<file path="config.mk">
export PLATFORM = sky130hd
export DESIGN_NAME = tt_mux_sel_seq
export DESIGN_NICKNAME = d
export VERILOG_FILES = /design/src/rtl/tt_mux_pkg.sv /design/src/rtl/tt_seq_timer.sv /design/src/rtl/tt_mux_sel_seq.sv
export SDC_FILE = /design/constraint.sdc
export NUM_CORES = 1
export LEC_CHECK = 0
export ABC_CLOCK_PERIOD_IN_PS = 2450
export BUFFER_PORTS_ARGS = -buffer_cell sky130_fd_sc_hd__clkbuf_2
export CAP_MARGIN = 20
export CORE_MARGIN = 3
export CORE_UTILIZATION = 56
export DETAILED_ROUTE_END_ITERATION = 10
export PLACE_DENSITY = 0.8
export SLEW_MARGIN = 20
export SYNTH_ARGS = -nofsm -noshare
export SYNTH_HDL_FRONTEND = slang
export SYNTH_SLANG_ARGS = --single-unit
</file>
<file path="constraint.sdc">
create_clock -name clk -period 2.45 [get_ports clk]
set_input_delay 0.49 -clock clk [delete_from_list [all_inputs] [get_ports clk]]
set_output_delay 0.49 -clock clk [all_outputs]
set_load 0.005 [all_outputs]
</file>
<file path="src/rtl/tt_mux_pkg.sv">
// Shared types and defaults for the mux selector sequencer.
package tt_mux_pkg;

    localparam int unsigned G_X            = 16;
    localparam int unsigned G_Y            = 24;
    localparam int unsigned DEF_N_UM       = G_X * G_Y;
    localparam int unsigned DEF_ADDR_W     = $clog2(DEF_N_UM);
    localparam int unsigned DEF_RST_CYC    = 4;
    localparam int unsigned DEF_GAP_CYC    = 2;
    localparam int unsigned DEF_PULSE_CYC  = 2;
    localparam int unsigned DEF_SETTLE_CYC = 4;

    typedef enum logic [2:0] {
        IDLE,
        DIS,
        RST,
        GAP,
        INC_HI,
        INC_LO,
        SETTLE
    } seq_state_e;

    function automatic int unsigned max4(input int unsigned a, input int unsigned b,
                                         input int unsigned c, input int unsigned d);
        int unsigned m;
        m = a;
        if (b > m) m = b;
        if (c > m) m = c;
        if (d > m) m = d;
        return m;
    endfunction

endpackage

</file>
<file path="src/rtl/tt_seq_timer.sv">
// Loadable down-counter; zero is high once the loaded count has elapsed.
module tt_seq_timer #(
    parameter int unsigned W = 3
) (
    input  logic         clk,
    input  logic         rst,
    input  logic         start,
    input  logic [W-1:0] load,
    output logic         zero
);

    logic [W-1:0] cnt;

    always_ff @(posedge clk) begin
        if (rst) begin
            cnt  <= '0;
            zero <= 1'b1;
        end else if (start) begin
            cnt  <= load;
            zero <= (load == '0);
        end else if (!zero) begin
            cnt  <= cnt - W'(1);
            zero <= (cnt == W'(1));
        end
    end

endmodule

</file>
<file path="src/rtl/tt_mux_sel_seq.sv">
// Turns a "select user module N" request into the selector reset/increment/enable pin protocol.
module tt_mux_sel_seq
    import tt_mux_pkg::*;
#(
    parameter int unsigned N_UM       = DEF_N_UM,
    parameter int unsigned ADDR_W     = DEF_ADDR_W,
    parameter int unsigned RST_CYC    = DEF_RST_CYC,
    parameter int unsigned GAP_CYC    = DEF_GAP_CYC,
    parameter int unsigned PULSE_CYC  = DEF_PULSE_CYC,
    parameter int unsigned SETTLE_CYC = DEF_SETTLE_CYC
) (
    input  logic              clk,
    input  logic              rst,
    input  logic              req_valid,
    input  logic [ADDR_W-1:0] req_addr,
    input  logic              req_ena,
    output logic              req_ready,
    output logic              busy,
    output logic              done,
    output logic              err,
    output logic [ADDR_W-1:0] cur_addr,
    output logic              cur_valid,
    output logic              ctrl_sel_rst_n,
    output logic              ctrl_sel_inc,
    output logic              ctrl_ena
);

    localparam int unsigned TW = $clog2(max4(RST_CYC, GAP_CYC, PULSE_CYC, SETTLE_CYC) + 1);
    localparam logic [TW-1:0] LD_RST    = TW'(RST_CYC - 1);
    localparam logic [TW-1:0] LD_GAP    = TW'(GAP_CYC - 1);
    localparam logic [TW-1:0] LD_PULSE  = TW'(PULSE_CYC - 1);
    localparam logic [TW-1:0] LD_SETTLE = TW'(SETTLE_CYC - 1);
    localparam logic [ADDR_W:0] N_UM_W  = (ADDR_W + 1)'(N_UM);

    seq_state_e        state, state_d;
    logic [ADDR_W-1:0] addr_lat, inc_cnt, inc_cnt_d, cur_addr_d;
    logic              ena_lat;
    logic              accept, in_range;
    logic              tmr_start, tmr_zero;
    logic [TW-1:0]     tmr_load;
    logic              req_ready_d, busy_d, done_d, err_d, cur_valid_d;
    logic              sel_rst_n_d, sel_inc_d, ena_d;

    tt_seq_timer #(.W(TW)) u_timer (
        .clk   (clk),
        .rst   (rst),
        .start (tmr_start),
        .load  (tmr_load),
        .zero  (tmr_zero)
    );

    // Each timed state loads (cycles-1) on entry and leaves when the timer reaches zero.
    always_comb begin
        state_d   = state;
        inc_cnt_d = inc_cnt;
        tmr_start = 1'b0;
        tmr_load  = '0;
        accept    = (state == IDLE) && req_valid && req_ready;
        in_range  = ({1'b0, req_addr} < N_UM_W);

        case (state)
            IDLE: begin
                if (accept && in_range) begin
                    state_d   = DIS;
                    inc_cnt_d = '0;
                end
            end
            DIS: begin
                state_d   = RST;
                tmr_start = 1'b1;
                tmr_load  = LD_RST;
            end
            RST: begin
                if (tmr_zero) begin
                    state_d   = GAP;
                    tmr_start = 1'b1;
                    tmr_load  = LD_GAP;
                end
            end
            GAP: begin
                if (tmr_zero) begin
                    tmr_start = 1'b1;
                    if (addr_lat == '0) begin
                        state_d  = SETTLE;
                        tmr_load = LD_SETTLE;
                    end else begin
                        state_d  = INC_HI;
                        tmr_load = LD_PULSE;
                    end
                end
            end
            INC_HI: begin
                if (tmr_zero) begin
                    state_d   = INC_LO;
                    tmr_start = 1'b1;
                    tmr_load  = LD_PULSE;
                end
            end
            INC_LO: begin
                if (tmr_zero) begin
                    inc_cnt_d = inc_cnt + ADDR_W'(1);
                    tmr_start = 1'b1;
                    if (inc_cnt_d == addr_lat) begin
                        state_d  = SETTLE;
                        tmr_load = LD_SETTLE;
                    end else begin
                        state_d  = INC_HI;
                        tmr_load = LD_PULSE;
                    end
                end
            end
            SETTLE: begin
                if (tmr_zero) state_d = IDLE;
            end
            default: state_d = IDLE;
        endcase

        // Outputs are registered from the state being entered.
        req_ready_d = (state == IDLE) && (state_d == IDLE);
        busy_d      = (state_d != IDLE);
        done_d      = (state == SETTLE) && (state_d == IDLE);
        err_d       = accept && !in_range;
        sel_rst_n_d = (state_d != RST);
        sel_inc_d   = (state_d == INC_HI);
        ena_d       = ctrl_ena;
        cur_valid_d = cur_valid;
        cur_addr_d  = cur_addr;
        if (state_d == DIS) begin
            ena_d       = 1'b0;
            cur_valid_d = 1'b0;
        end else if (done_d) begin
            ena_d       = ena_lat;
            cur_valid_d = 1'b1;
            cur_addr_d  = addr_lat;
        end
    end

    always_ff @(posedge clk) begin
        if (rst) begin
            state          <= IDLE;
            inc_cnt        <= '0;
            addr_lat       <= '0;
            ena_lat        <= 1'b0;
            req_ready      <= 1'b0;
            busy           <= 1'b0;
            done           <= 1'b0;
            err            <= 1'b0;
            cur_addr       <= '0;
            cur_valid      <= 1'b0;
            ctrl_sel_rst_n <= 1'b0;
            ctrl_sel_inc   <= 1'b0;
            ctrl_ena       <= 1'b0;
        end else begin
            state          <= state_d;
            inc_cnt        <= inc_cnt_d;
            if (accept && in_range) begin
                addr_lat <= req_addr;
                ena_lat  <= req_ena;
            end
            req_ready      <= req_ready_d;
            busy           <= busy_d;
            done           <= done_d;
            err            <= err_d;
            cur_addr       <= cur_addr_d;
            cur_valid      <= cur_valid_d;
            ctrl_sel_rst_n <= sel_rst_n_d;
            ctrl_sel_inc   <= sel_inc_d;
            ctrl_ena       <= ena_d;
        end
    end

endmodule

</file>
==> qor_table.md <==
| Parameter | Value |
|:---|:---|
| Signal arrival time at the worst endpoint | 2.37 ns |
| Number of library cell types mapped by synthesis | 48 |
| Avg Vias per Cell | 5.39 |
| Cell breakdown of the critical path | ha_1 > nand3_2 > nor3_1 > xnor2_1 > or4_4 > a221oi_2 |
| Non-filler instance count after layout | 310 |
| Antenna Violating Nets Remaining | 0 |
| Number of synthesized flops with an enable pin | 0 |
| Biggest fanout along the worst timing path | 7 |
| Cts bufs inserted | 5 |
| Synthesis-stage register bit count | 43 |
| Core Footprint | 3420 µm² |
| Total met3 wirelength after detailed routing | 224 µm |
| Vias in the first global route | 1471 |
| Mapped Area | 2040 µm² |
| Sum of negative setup slack | 0 ns |
| Most used flip-flop cell after synthesis | dfxtp_1 |
| Required time at the endpoint of the critical path | 2.73 ns |
| Standard-cell rows | 21 |
| Number of buffers inserted by port buffering | 29 |
| Kind of critical path | reg -> reg |
| Top routing layer in use | met4 |
| Drt wl/cell | 13.3 µm |
| Period Utilization, post-route | 85.2% |
| Die W | 66.3 µm |
| Run status | finished clean |
| Final min period | 2.09 ns |
| Placed Cells | 302 |
| Wire length of the first global-routing pass | 7200 µm |
| CTS tree | yes |
| H-tree depth reported by CTS | 2 |
| RSZ-0062 raised after global routing | no |
| Post-cts resize count | 0 |
| Final design instance area without fill | 2250 µm² |
| Met2 WL post-DR | 1890 µm |
| Finish-stage setup viols | 0 |
| Via count | 1671 |
| Highest cell delay on the worst timing path | 0.51 ns |
| Worst Tran Pin Value | 0.677 ns |
| Violation count after the first detailed-routing iteration | 95 |
| Asr flop ratio synth | 0% |
| IR Drop Worst-Case VDD | 0.372 mV |
| Initial antenna violation count | 0 |
| Half-perimeter wire length of the detailed placement result | 3060 µm |
| Number of maximum-capacitance constraint violations | 0 |
| Clock latency on the worst-skew pair | 0.36 ns |
| Slowest cell on the critical path | or4_4 |
| Antenna Diode Count | 0 |
| DRT Pass-1 Iters | 4 |
| Seq/Total Area, Yosys | 42.3% |
| Layout overhead on the synthesized area | 10.5% |
| Leakage | 0.866 nW |
| Total wire length after detailed routing | 4130 µm |
| Total congestion overflow after global routing | 0 |
| Warning count from the yosys run | 0 |
| Worst slew margin | 54.8% |
| Number of remaining DRC errors | 0 |
| Layout cell share with drive strength beyond 1 | 17.8% |
| Starting density of the core | 59.6% |
| Filler Cells Inserted | 316 |
| Top-level port count | 30 |
| Vertical die dimension | 66.3 µm |
| Die area | 4400 µm² |
| Critical Path Source Type | flip-flop |
| Maximum number of pins on one net before global-route repair | 32 |
| Placed Area | 2200 µm² |
| Most frequent cells in the layout | dfxtp_1 (43), nor2_1 (34), clkbuf_2 (29) |
| Number of max-slew violations in the final report | 0 |
| Met1 routed wirelength after detailed routing | 1950 µm |
| Total power per unit cell area | 753 nW/µm² |
| Hold violation count in the final report | 0 |
| Net Count, Synth | 251 |
| Clock sink total | 43 |
| Post-CTS Hold Fix Bufs | 0 |
| Placer's final routability congestion estimate | 0.894 |
| Mapped Cells | 235 |
| Cell at the root of the clock tree | clkbuf_4 |
| Class of the worst hold path | in -> reg |
| Number of nets in the layout | 279 |
| Aggregate global-route resource usage | 21.8% |
| Synthesized area per cell | 8.67 µm² |
| Highest clock frequency the design can meet | 0.479 GHz |
| Element type at the critical path end | flip-flop |
| Most common library cell in the layout ignoring fill and taps | dfxtp_1 |
| Layout Skew | 0.00880 ns |
| Number of buffers inserted to repair setup after CTS | 0 |
| Clk buf depth | 2 |
| Clock transition time at the flip-flop clock pins of the worst setup and hold paths | 0.12 ns |
## power breakdown
group,switching (mW),internal (mW)
clock,0.216,0.112
sequential,0.0877,0.782
combinational,0.260,0.237
## per-stage QoR
stage                     util, %  setup slack (ns)  power, mW  hold slack [ns]
after floorplan                 -             0.524       1.27            0.431
after global placement       64.4             0.426       1.37            0.444
after detailed placement     64.4             0.371       1.38            0.447
after CTS                    65.9             0.345       1.70            0.358
after global routing         65.9             0.127       1.81            0.374
final                        65.9             0.363       1.69            0.360
## flip-flops by register name (all words and copies together), names as in the netlist, 3 cells and up
register,cells
addr_lat,9
cur_addr,9
inc_cnt,9
state,3
u_timer.cnt,3
## cells in the mapped netlist, drive strengths merged (2+ instances only)
cell    count  area [µm²]
xor2        6        52.6
nand3       6        35.0
dfxtp      43         861
a31oi       2        12.5
nor2b       7        43.8
or2         2        12.5
xnor2      12         105
nand2      28         105
clkbuf      5        18.8
o221a       2        22.5
nor2       34         128
buf         7        50.1
nand4       2        12.5
nor3        9        45.0
inv         5        18.8
ha          3        37.5
a21oi      22         110
o21ai       5        25.0
mux2i       8        80.1
nor3b       2        15.0
and4        4        36.3
and3        2        12.5
## final timing paths
path	startpoint	endpoint	slack [ns]	cells after the start
setup / recovery	inc_cnt[0]$_SDFFE_PP0P_	u_timer.cnt[1]$_SDFFE_PP0P_	0.36	6
hold / removal	req_addr[3]	addr_lat[3]$_SDFFE_PP0P_	0.36	3
setup reg to reg	inc_cnt[0]$_SDFFE_PP0P_	u_timer.cnt[1]$_SDFFE_PP0P_	0.36	6
hold reg to reg	cur_addr[3]$_SDFFE_PP0P_	cur_addr[3]$_SDFFE_PP0P_	0.46	2
## final cells by class
type                       count  area [µm²]  share of cell area [%]
timing repair buffer          33         175                    7.78
clock inverter                 1        5.00                   0.222
inverter                       5        18.8                   0.834
clock buffer                   7        45.0                    2.00
sequential                    43         861                    38.2
tap                           46        57.6                    2.56
multi-input combinational    175        1090                    48.4
## cell families after synthesis
kind of cell	synth area share (%)
AOI/OAI and AO/OA	12.9
xor gates and xnor gates	8.91
adders and majority gates	1.84
buffers and inverters	4.30
DFF	42.3
muxes	4.48
and+or+nand+nor	25.3
## critical path: cells and delay by family (launching register included)
kind / cells / cell delay [ns]
compound gates: 1 / 0.24
xor+xnor: 1 / 0.09
fa+ha+maj: 1 / 0.30
flops: 1 / 0.44
simple gates: 3 / 0.94
## metal layers
metal  track usage (%)  vias to the layer above
met5                 0                        -
met4              9.90                        0
met3              4.76                        5
met2              32.6                       37
met1              29.7                      762
li1                  -                      867
(Power assumes the default switching activity.)
